===== config.mk =====
export PLATFORM = sky130hd
export DESIGN_NAME = uart_rx
export DESIGN_NICKNAME = d
export VERILOG_FILES = /design/src/rtl/uart_rx.sv
export SDC_FILE = /design/constraint.sdc
export NUM_CORES = 1
export LEC_CHECK = 0
export BUFFER_PORTS_ARGS = -buffer_cell sky130_fd_sc_hd__buf_2
export CAP_MARGIN = 10
export CORE_UTILIZATION = 50
export CTS_BUF_LIST = sky130_fd_sc_hd__clkbuf_4
export DETAILED_ROUTE_END_ITERATION = 10
export PLACE_DENSITY = 0.7
export SLEW_MARGIN = 25
export SYNTH_ARGS = -nofsm -noshare
export SYNTH_HDL_FRONTEND = slang
export SYNTH_SLANG_ARGS = --single-unit

===== constraint.sdc =====
create_clock -name clk -period 3.7 [get_ports clk]
set_clock_uncertainty 0.15 [all_clocks]
set_input_delay 0.74 -clock clk [delete_from_list [all_inputs] [get_ports clk]]
set_output_delay 0.74 -clock clk [all_outputs]
set_load 0.02 [all_outputs]

===== src/rtl/uart_rx.sv =====
// 16x-oversampled UART receiver: 2-flop input sync, start-bit qualification,
// LSB-first data capture, stop-bit check and valid/ack delivery with overrun detect.
//
// state   | meaning
// S_IDLE  | line idle; arms on a high sample, starts on a low sample once armed
// S_START | counting to mid start bit to reject glitches
// S_DATA  | sampling one data bit every OVERSAMPLE ticks
// S_STOP  | sampling the stop bit; good frame delivered, bad frame flagged
module uart_rx #(
  parameter int DATA_BITS  = 8,
  parameter int OVERSAMPLE = 16
) (
  input  logic                 clk,
  input  logic                 rst_n,
  input  logic                 rx_en,
  input  logic                 rx,
  output logic [DATA_BITS-1:0] rx_data,
  output logic                 rx_valid,
  input  logic                 rx_ack,
  output logic                 framing_err,
  output logic                 overrun,
  output logic                 busy
);

  localparam int BW = (DATA_BITS > 1) ? $clog2(DATA_BITS) : 1;
  localparam logic [3:0]    TICK_LAST = 4'(OVERSAMPLE - 1);
  localparam logic [3:0]    TICK_MID  = 4'(OVERSAMPLE / 2 - 1);
  localparam logic [BW-1:0] BIT_LAST  = BW'(DATA_BITS - 1);

  typedef enum logic [1:0] {S_IDLE, S_START, S_DATA, S_STOP} state_t;

  state_t               r_state, w_state_nxt;
  logic [3:0]           r_tick, w_tick_nxt;
  logic [BW-1:0]        r_bit, w_bit_nxt;
  logic [DATA_BITS-1:0] r_shift, w_shift_nxt;
  logic                 r_armed, w_armed_nxt;
  logic                 r_sync, r_rx_s;
  logic [DATA_BITS-1:0] r_data;
  logic                 r_valid, r_ferr, r_ovr;
  logic                 w_stop_good, w_stop_bad;

  always_ff @(posedge clk or negedge rst_n) begin
    if (!rst_n) begin
      r_sync <= 1'b1;
      r_rx_s <= 1'b1;
    end else begin
      r_sync <= rx;
      r_rx_s <= r_sync;
    end
  end

  always_ff @(posedge clk or negedge rst_n) begin
    if (!rst_n) begin
      r_state <= S_IDLE;
      r_tick  <= '0;
      r_bit   <= '0;
      r_shift <= '0;
      r_armed <= 1'b0;
    end else begin
      r_state <= w_state_nxt;
      r_tick  <= w_tick_nxt;
      r_bit   <= w_bit_nxt;
      r_shift <= w_shift_nxt;
      r_armed <= w_armed_nxt;
    end
  end

  always_comb begin
    w_state_nxt = r_state;
    w_tick_nxt  = r_tick;
    w_bit_nxt   = r_bit;
    w_shift_nxt = r_shift;
    w_armed_nxt = r_armed;
    w_stop_good = 1'b0;
    w_stop_bad  = 1'b0;
    if (rx_en) begin
      case (r_state)
        S_IDLE: begin
          // A line that never returned high since the last bad stop stays ignored.
          if (r_rx_s) begin
            w_armed_nxt = 1'b1;
          end else if (r_armed) begin
            w_state_nxt = S_START;
            w_tick_nxt  = '0;
          end
        end
        S_START: begin
          if (r_tick == TICK_MID) begin
            if (!r_rx_s) begin
              w_state_nxt = S_DATA;
              w_tick_nxt  = '0;
              w_bit_nxt   = '0;
            end else begin
              w_state_nxt = S_IDLE;
            end
          end else begin
            w_tick_nxt = r_tick + 4'd1;
          end
        end
        S_DATA: begin
          if (r_tick == TICK_LAST) begin
            w_shift_nxt = {r_rx_s, r_shift[DATA_BITS-1:1]};
            w_tick_nxt  = '0;
            w_bit_nxt   = r_bit + 1'b1;
            if (r_bit == BIT_LAST) w_state_nxt = S_STOP;
          end else begin
            w_tick_nxt = r_tick + 4'd1;
          end
        end
        S_STOP: begin
          if (r_tick == TICK_LAST) begin
            w_state_nxt = S_IDLE;
            w_tick_nxt  = '0;
            if (r_rx_s) begin
              w_stop_good = 1'b1;
            end else begin
              w_stop_bad  = 1'b1;
              w_armed_nxt = 1'b0;
            end
          end else begin
            w_tick_nxt = r_tick + 4'd1;
          end
        end
        default: w_state_nxt = S_IDLE;
      endcase
    end
  end

  // An ack in the stop-sample cycle frees the holding register for the new byte.
  always_ff @(posedge clk or negedge rst_n) begin
    if (!rst_n) begin
      r_data  <= '0;
      r_valid <= 1'b0;
      r_ferr  <= 1'b0;
      r_ovr   <= 1'b0;
    end else begin
      r_ferr <= w_stop_bad;
      r_ovr  <= 1'b0;
      if (w_stop_good) begin
        if (!r_valid || rx_ack) begin
          r_data  <= r_shift;
          r_valid <= 1'b1;
        end else begin
          r_ovr <= 1'b1;
        end
      end else if (rx_ack && r_valid) begin
        r_valid <= 1'b0;
      end
    end
  end

  assign rx_data     = r_data;
  assign rx_valid    = r_valid;
  assign framing_err = r_ferr;
  assign overrun     = r_ovr;
  assign busy        = (r_state != S_IDLE);

endmodule


==> flow_summary.json, run 1 <==
{
  "cts_buffer_depth": 2,
  "layout-drive-gt1-share_pct": 38.64,
  "clkSinkCount": 31,
  "p_leak_nw": 0.8061,
  "worstSetupPathType": "reg -> out",
  "drc": 0,
  "n_antenna_cell": 0,
  "antenna_left": 0,
  "vias": 891,
  "finalCoreUtilization_pct": 58.08,
  "min_delay_path_depth": 0,
  "min_to": "r_rx_s",
  "fmax_ghz": 0.4501,
  "place_hpwl_mm": 1.529,
  "end_kind": "primary output",
  "setup_viol": 0,
  "hold_class": "reg -> reg",
  "rrSetupSlack_ps": 1630,
  "finalHoldViolations": 0,
  "crit_required_ps": 2810,
  "period_minus_slack_ps": 2222,
  "clk_pin_slew_ps": 90,
  "postCtsHoldBufs": 0,
  "top_layer_used": "met4",
  "multi_input_area_um2": 609.3,
  "drv_slew": 0,
  "die-area_mm2": 0.003140,
  "worstReg2RegEnd": "rx_data[4]",
  "yosysTopAreaCell": "dfrtp_1",
  "timing.hold.ws_ps": 212.4,
  "synth_cells": 113,
  "ios": 17,
  "finalWeightedCongestion": 0.8086,
  "synth-seq-cells": 31,
  "synthDistinctLibCells": 37,
  "syn_area_mm2": 0.001460,
  "start_kind": "flip-flop",
  "path_max_fanout": 12,
  "cp_slowest_stage_delay_ps": 550,
  "min-delay-start": "r_sync",
  "initial_core_util_pct": 52.95,
  "drt_iter0_markers": 16,
  "num-fill-cells": 237,
  "post_cts_buffers": 0,
  "clkLatencyLatePin_ps": 310,
  "post-route-period-util_pct": 60.04,
  "yosys-top-cells-area": "dfrtp_1, mux2_4, mux2_2",
  "first_pass_iters": 4,
  "wl_mm": 2.209,
  "relSlewSlack_pct": 55.72,
  "overflow": 0,
  "cp.arrival_ps": 1330,
  "grt_pass1_wl_mm": 3.877,
  "antenna_found_initial": 0,
  "avgViaCountPerCell": 5.466,
  "cts_inserted_buffers": 5,
  "status": "finished clean",
  "die_y_um": 56.04,
  "r2r_start": "r_tick[0]",
  "syn_to_final_growth_pct": 9.683,
  "drv_cap": 0,
  "synth_top_area_share_pct": 49.70,
  "grt_use_total_pct": 16.24,
  "die_w_um": 56.04,
  "syn_nets": 121,
  "grt_pass1_vias": 839,
  "wl_met2_mm": 1.054,
  "tns_ps": 0,
  "ys_warn_count": 0,
  "crit_chain": "nor2_4 -> inv_2 -> buf_2",
  "fin_nets": 139,
  "rows": 19,
  "ctsResizeCount": 0,
  "path_delay_family": "flip-flops",
  "worst_pin_slew_ps": 664.2,
  "regArea_um2": 778.2,
  "wl_met3_um": 68,
  "layout_commonest_cell": "dfrtp_1",
  "syn_area_per_cell_um2": 12.92,
  "grt_max_degree": 32,
  "wire_per_inst_um": 13.55,
  "cts_tree": "yes",
  "cpMaxStageDelayCell": "dfrtp_1",
  "mostFrequentLayoutCells": "dfrtp_1, buf_2, mux2_2",
  "met1_length_mm": 1.065,
  "core_mm2": 0.002758,
  "powerDensity_mw_per_mm2": 580.8,
  "ir_drop_mv": 0.3557,
  "r2r_cells": 5,
  "htree_levels": 2,
  "cp.buffers_inverters": 2,
  "portBuffers": 16,
  "synth-seq-area-share_pct": 53.30,
  "rsz0062_at_grt": "no",
  "cts-root-buf": "clkbuf_4"
}
-- report_power, final --
part | switching [W] | internal, W | leakage (nW) | total [W]
combinational | 0.000112 | 0.000106 | 0.362 | 0.000219
sequential | 0.0000788 | 0.000385 | 0.401 | 0.000464
clock | 0.000108 | 0.000139 | 0.0426 | 0.000247
total | 0.000299 | 0.000631 | 0.806 | 0.000930
-- cell type report --
type	count	area share [%]
clock buffers	5	2.344
clock inverters	3	2.422
inverters	5	1.172
multi-input cells	72	38.05
flip-flops and latches	31	48.59
well taps	31	2.422
repair buffers	16	5.000
-- sequential cells by signal (all words and copies together), names as in the netlist, 3 cells and up, named ones only --
signal	count
r_shift	8
rx_data	8
r_bit	3
r_tick	4
-- per-layer routing --
layer  global-route usage (%)  vias to the layer above
li1                         -                      438
met1                    21.75                      437
met2                    24.32                       14
met3                    5.581                        2
met4                    6.272                        0
met5                        0                        -
-- cells in the mapped netlist (all sizes together) --
| cell | count |
|---|---|
| dfrtp | 29 |
| mux2 | 18 |
| nand2 | 8 |
| nor2 | 7 |
| nand3 | 6 |
| buf | 5 |
| inv | 5 |
| a21oi | 3 |
| ha | 3 |
| nor3 | 3 |
| a21o | 2 |
| a31oi | 2 |
| and3 | 2 |
| dfstp | 2 |
| mux2i | 2 |
| nor2b | 2 |
| nor3b | 2 |
| a211o | 1 |
| a22o | 1 |
| a41o | 1 |
| a41oi | 1 |
| and2b | 1 |
| and4 | 1 |
| nand2b | 1 |
| nand4 | 1 |
| o2111ai | 1 |
| o21ai | 1 |
| or4 | 1 |
| xnor2 | 1 |
-- through the flow --
step                std cells  area (um^2)  setup WS, ps  power [W]
detailed placement        155         1525          1472  0.0006883
global placement          155         1525          1498  0.0006805
floorplan                 113         1460          1779  0.0006613
finish                    163         1602          1478  0.0009302
global route              163         1602          1398  0.0009955
CTS                       163         1602          1472  0.0009406
-- worst max path at each step --
stage	start	to	slack, ps	depth (start not counted)
2_1_floorplan	rx_en	rx_data[0]	1780	5
3_3_place_gp	rx_en	rx_data[5]	1500	5
3_5_place_dp	rx_en	rx_data[4]	1470	5
4_1_cts	r_state[0]	busy	1470	3
5_1_grt	r_state[0]	busy	1400	3
6_report	r_state[0]	busy	1480	3
-- cells by family after synthesis --
family                     Yosys count  share of synthesized area (%)
adders and majority gates            3                          2.571
xor gates and xnor gates             1                         0.5999
and+or+nand+nor                     35                          14.65
muxes                               20                          17.31
buffers and inverters               10                          4.969
DFF                                 31                          53.30
AOI/OAI and AO/OA                   13                          6.598
No activity file was read; power rests on OpenSTA's default activity.
==> run 2, diff against run 1 <==
- clock period: 3.7 -> 2.3 ns (I/O delays scaled with it)
==> flow_summary.json, run 2 (same netlist as run 1, synthesis figures left out) <==
{
  "status": "complete, but fails checks",
  "violations": "hold timing",
  "clkLatencyLatePin_ps": 330,
  "p_leak_nw": 0.7987,
  "layout-drive-gt1-share_pct": 38.81,
  "syn_to_final_growth_pct": 9.083,
  "grt_pass1_wl_mm": 4.271,
  "die_w_um": 56.04,
  "first_pass_iters": 4,
  "num-fill-cells": 225,
  "regArea_um2": 778.2,
  "antenna_found_initial": 0,
  "grt-busiest-layer": "met2",
  "met2_usage_pct": 26.87,
  "worstSetupPathType": "reg -> reg",
  "p_seq_share_pct": 50.7,
  "grt_util_met1_pct": 23.31,
  "grt_max_degree": 32,
  "power_w": 0.001430,
  "n_antenna_cell": 0,
  "portBuffers": 16,
  "finalHoldViolations": 15,
  "drv_cap": 0,
  "cts-root-buf": "clkbuf_4",
  "p_int_w": 0.0009214,
  "cp.buffers_inverters": 0,
  "hold_class": "in -> async",
  "avgViaCountPerCell": 5.594,
  "fmax_ghz": 0.4861,
  "end_kind": "flip-flop",
  "path_delay_family": "simple AND/OR/NAND/NOR gates",
  "globalRouteMet3Util_pct": 8.140,
  "overflow": 0,
  "initial_core_util_pct": 52.95,
  "core_mm2": 0.002758,
  "crit_required_ps": 2370,
  "die_y_um": 56.04,
  "tns_ps": 0,
  "finalWeightedCongestion": 0.9208,
  "crit_chain": "ha_1 -> and4_4 -> nand4_4 -> nor2b_4 -> mux2_4",
  "drc": 0,
  "clk_pin_slew_ps": 100,
  "start_kind": "flip-flop",
  "antenna_left": 0,
  "pwr-share-clk_pct": 21.0,
  "ir_drop_mv": 0.5787,
  "mostFrequentLayoutCells": "dfrtp_1, buf_2, mux2_2",
  "cts_inserted_buffers": 5,
  "vias": 923,
  "relSlewSlack_pct": 56.56,
  "post_cts_buffers": 0,
  "timing.hold.ws_ps": -10.14,
  "setup_viol": 0,
  "cts_tree": "yes",
  "period_minus_slack_ps": 2057,
  "postCtsHoldBufs": 0,
  "cp.arrival_ps": 2130,
  "wire_per_inst_um": 14.33,
  "post-route-period-util_pct": 89.44,
  "swShare_pct": 35.55,
  "layout_commonest_cell": "dfrtp_1",
  "clkSinkCount": 31,
  "cts_buffer_depth": 2,
  "switchingPower_w": 0.0005083,
  "combPwrFrac_pct": 28.2,
  "multi_input_area_um2": 609.3,
  "ctsResizeCount": 0,
  "die-area_mm2": 0.003140,
  "worst_pin_slew_ps": 651.6,
  "ios": 17,
  "drv_slew": 0,
  "grt_use_total_pct": 18.28,
  "cp_slowest_stage_delay_ps": 410,
  "drt_iter0_markers": 30,
  "wl_mm": 2.364,
  "htree_levels": 2,
  "path_max_fanout": 8,
  "rows": 19,
  "grt_pass1_vias": 915,
  "powerDensity_mw_per_mm2": 897.6,
  "place_hpwl_mm": 1.668,
  "fin_nets": 141,
  "cpMaxStageDelayCell": "dfrtp_1",
  "rsz0062_at_grt": "no"
}
-- run 2: changes by cell type in the layout (fill, tap and decap cells not counted) --
cell | before | now
buf_4 | 0 | 2
clkinv_1 | 1 | 2
clkinv_2 | 1 | 0
bufinv_16 | 1 | 0
clkinvlp_4 | 0 | 1
-- run 2: path summary, 6_finish.rpt --
path,slack (ps),depth (start not counted),startpoint,to
min reg2reg,210,0,r_sync,r_rx_s
min,-10,1,rst_n,framing_err
max in group asynchronous,1580,1,rst_n,r_shift[7]
min in group clk,60,1,rx,r_sync
max,240,5,r_tick[0],rx_data[4]
max reg2reg,240,5,r_tick[0],rx_data[4]
-- run 2: metrics by stage --
| step | cells | setup WS, ps | cell area, um^2 | util (%) | hold slack (ps) |
|---|---|---|---|---|---|
| 2_1_floorplan | 113 | 464.0 | 1460 | - | 14.41 |
| 3_3_place_gp | 157 | 309.7 | 1540 | 55.85 | 196.8 |
| 3_5_place_dp | 157 | 258.1 | 1540 | 55.85 | 200.8 |
| 4_1_cts | 165 | 247.8 | 1593 | 57.76 | 11.98 |
| 5_1_grt | 165 | 160.9 | 1593 | 57.76 | 33.98 |
| 6_report | 165 | 242.9 | 1593 | 57.76 | -10.14 |
-- run 2: layout make-up --
class / count / share of cell area [%]
sequential: 31 / 48.86
multi-input combinational: 72 / 38.26
timing repair buffer: 18 / 5.970
tap: 31 / 2.435
clock buffer: 5 / 2.357
inverter: 5 / 1.178
clock inverter: 3 / 0.9427
-- run 2: power by group through the flow --
stage                     Sequential (W)  Combinational (W)  Clock [W]
after floorplan                 0.000673           0.000391          0
after global placement          0.000729           0.000390          0
after detailed placement        0.000733           0.000405          0
after CTS                       0.000723           0.000408   0.000308
after global routing            0.000736           0.000459   0.000343
final                           0.000725           0.000404   0.000301
-- run 2: metal layers --
| metal | wire length [um] | up-vias |
|---|---|---|
| met5 | 0 | - |
| met4 | 44 | 0 |
| met3 | 143 | 6 |
| met2 | 1076 | 28 |
| met1 | 1099 | 446 |
| li1 | - | 443 |
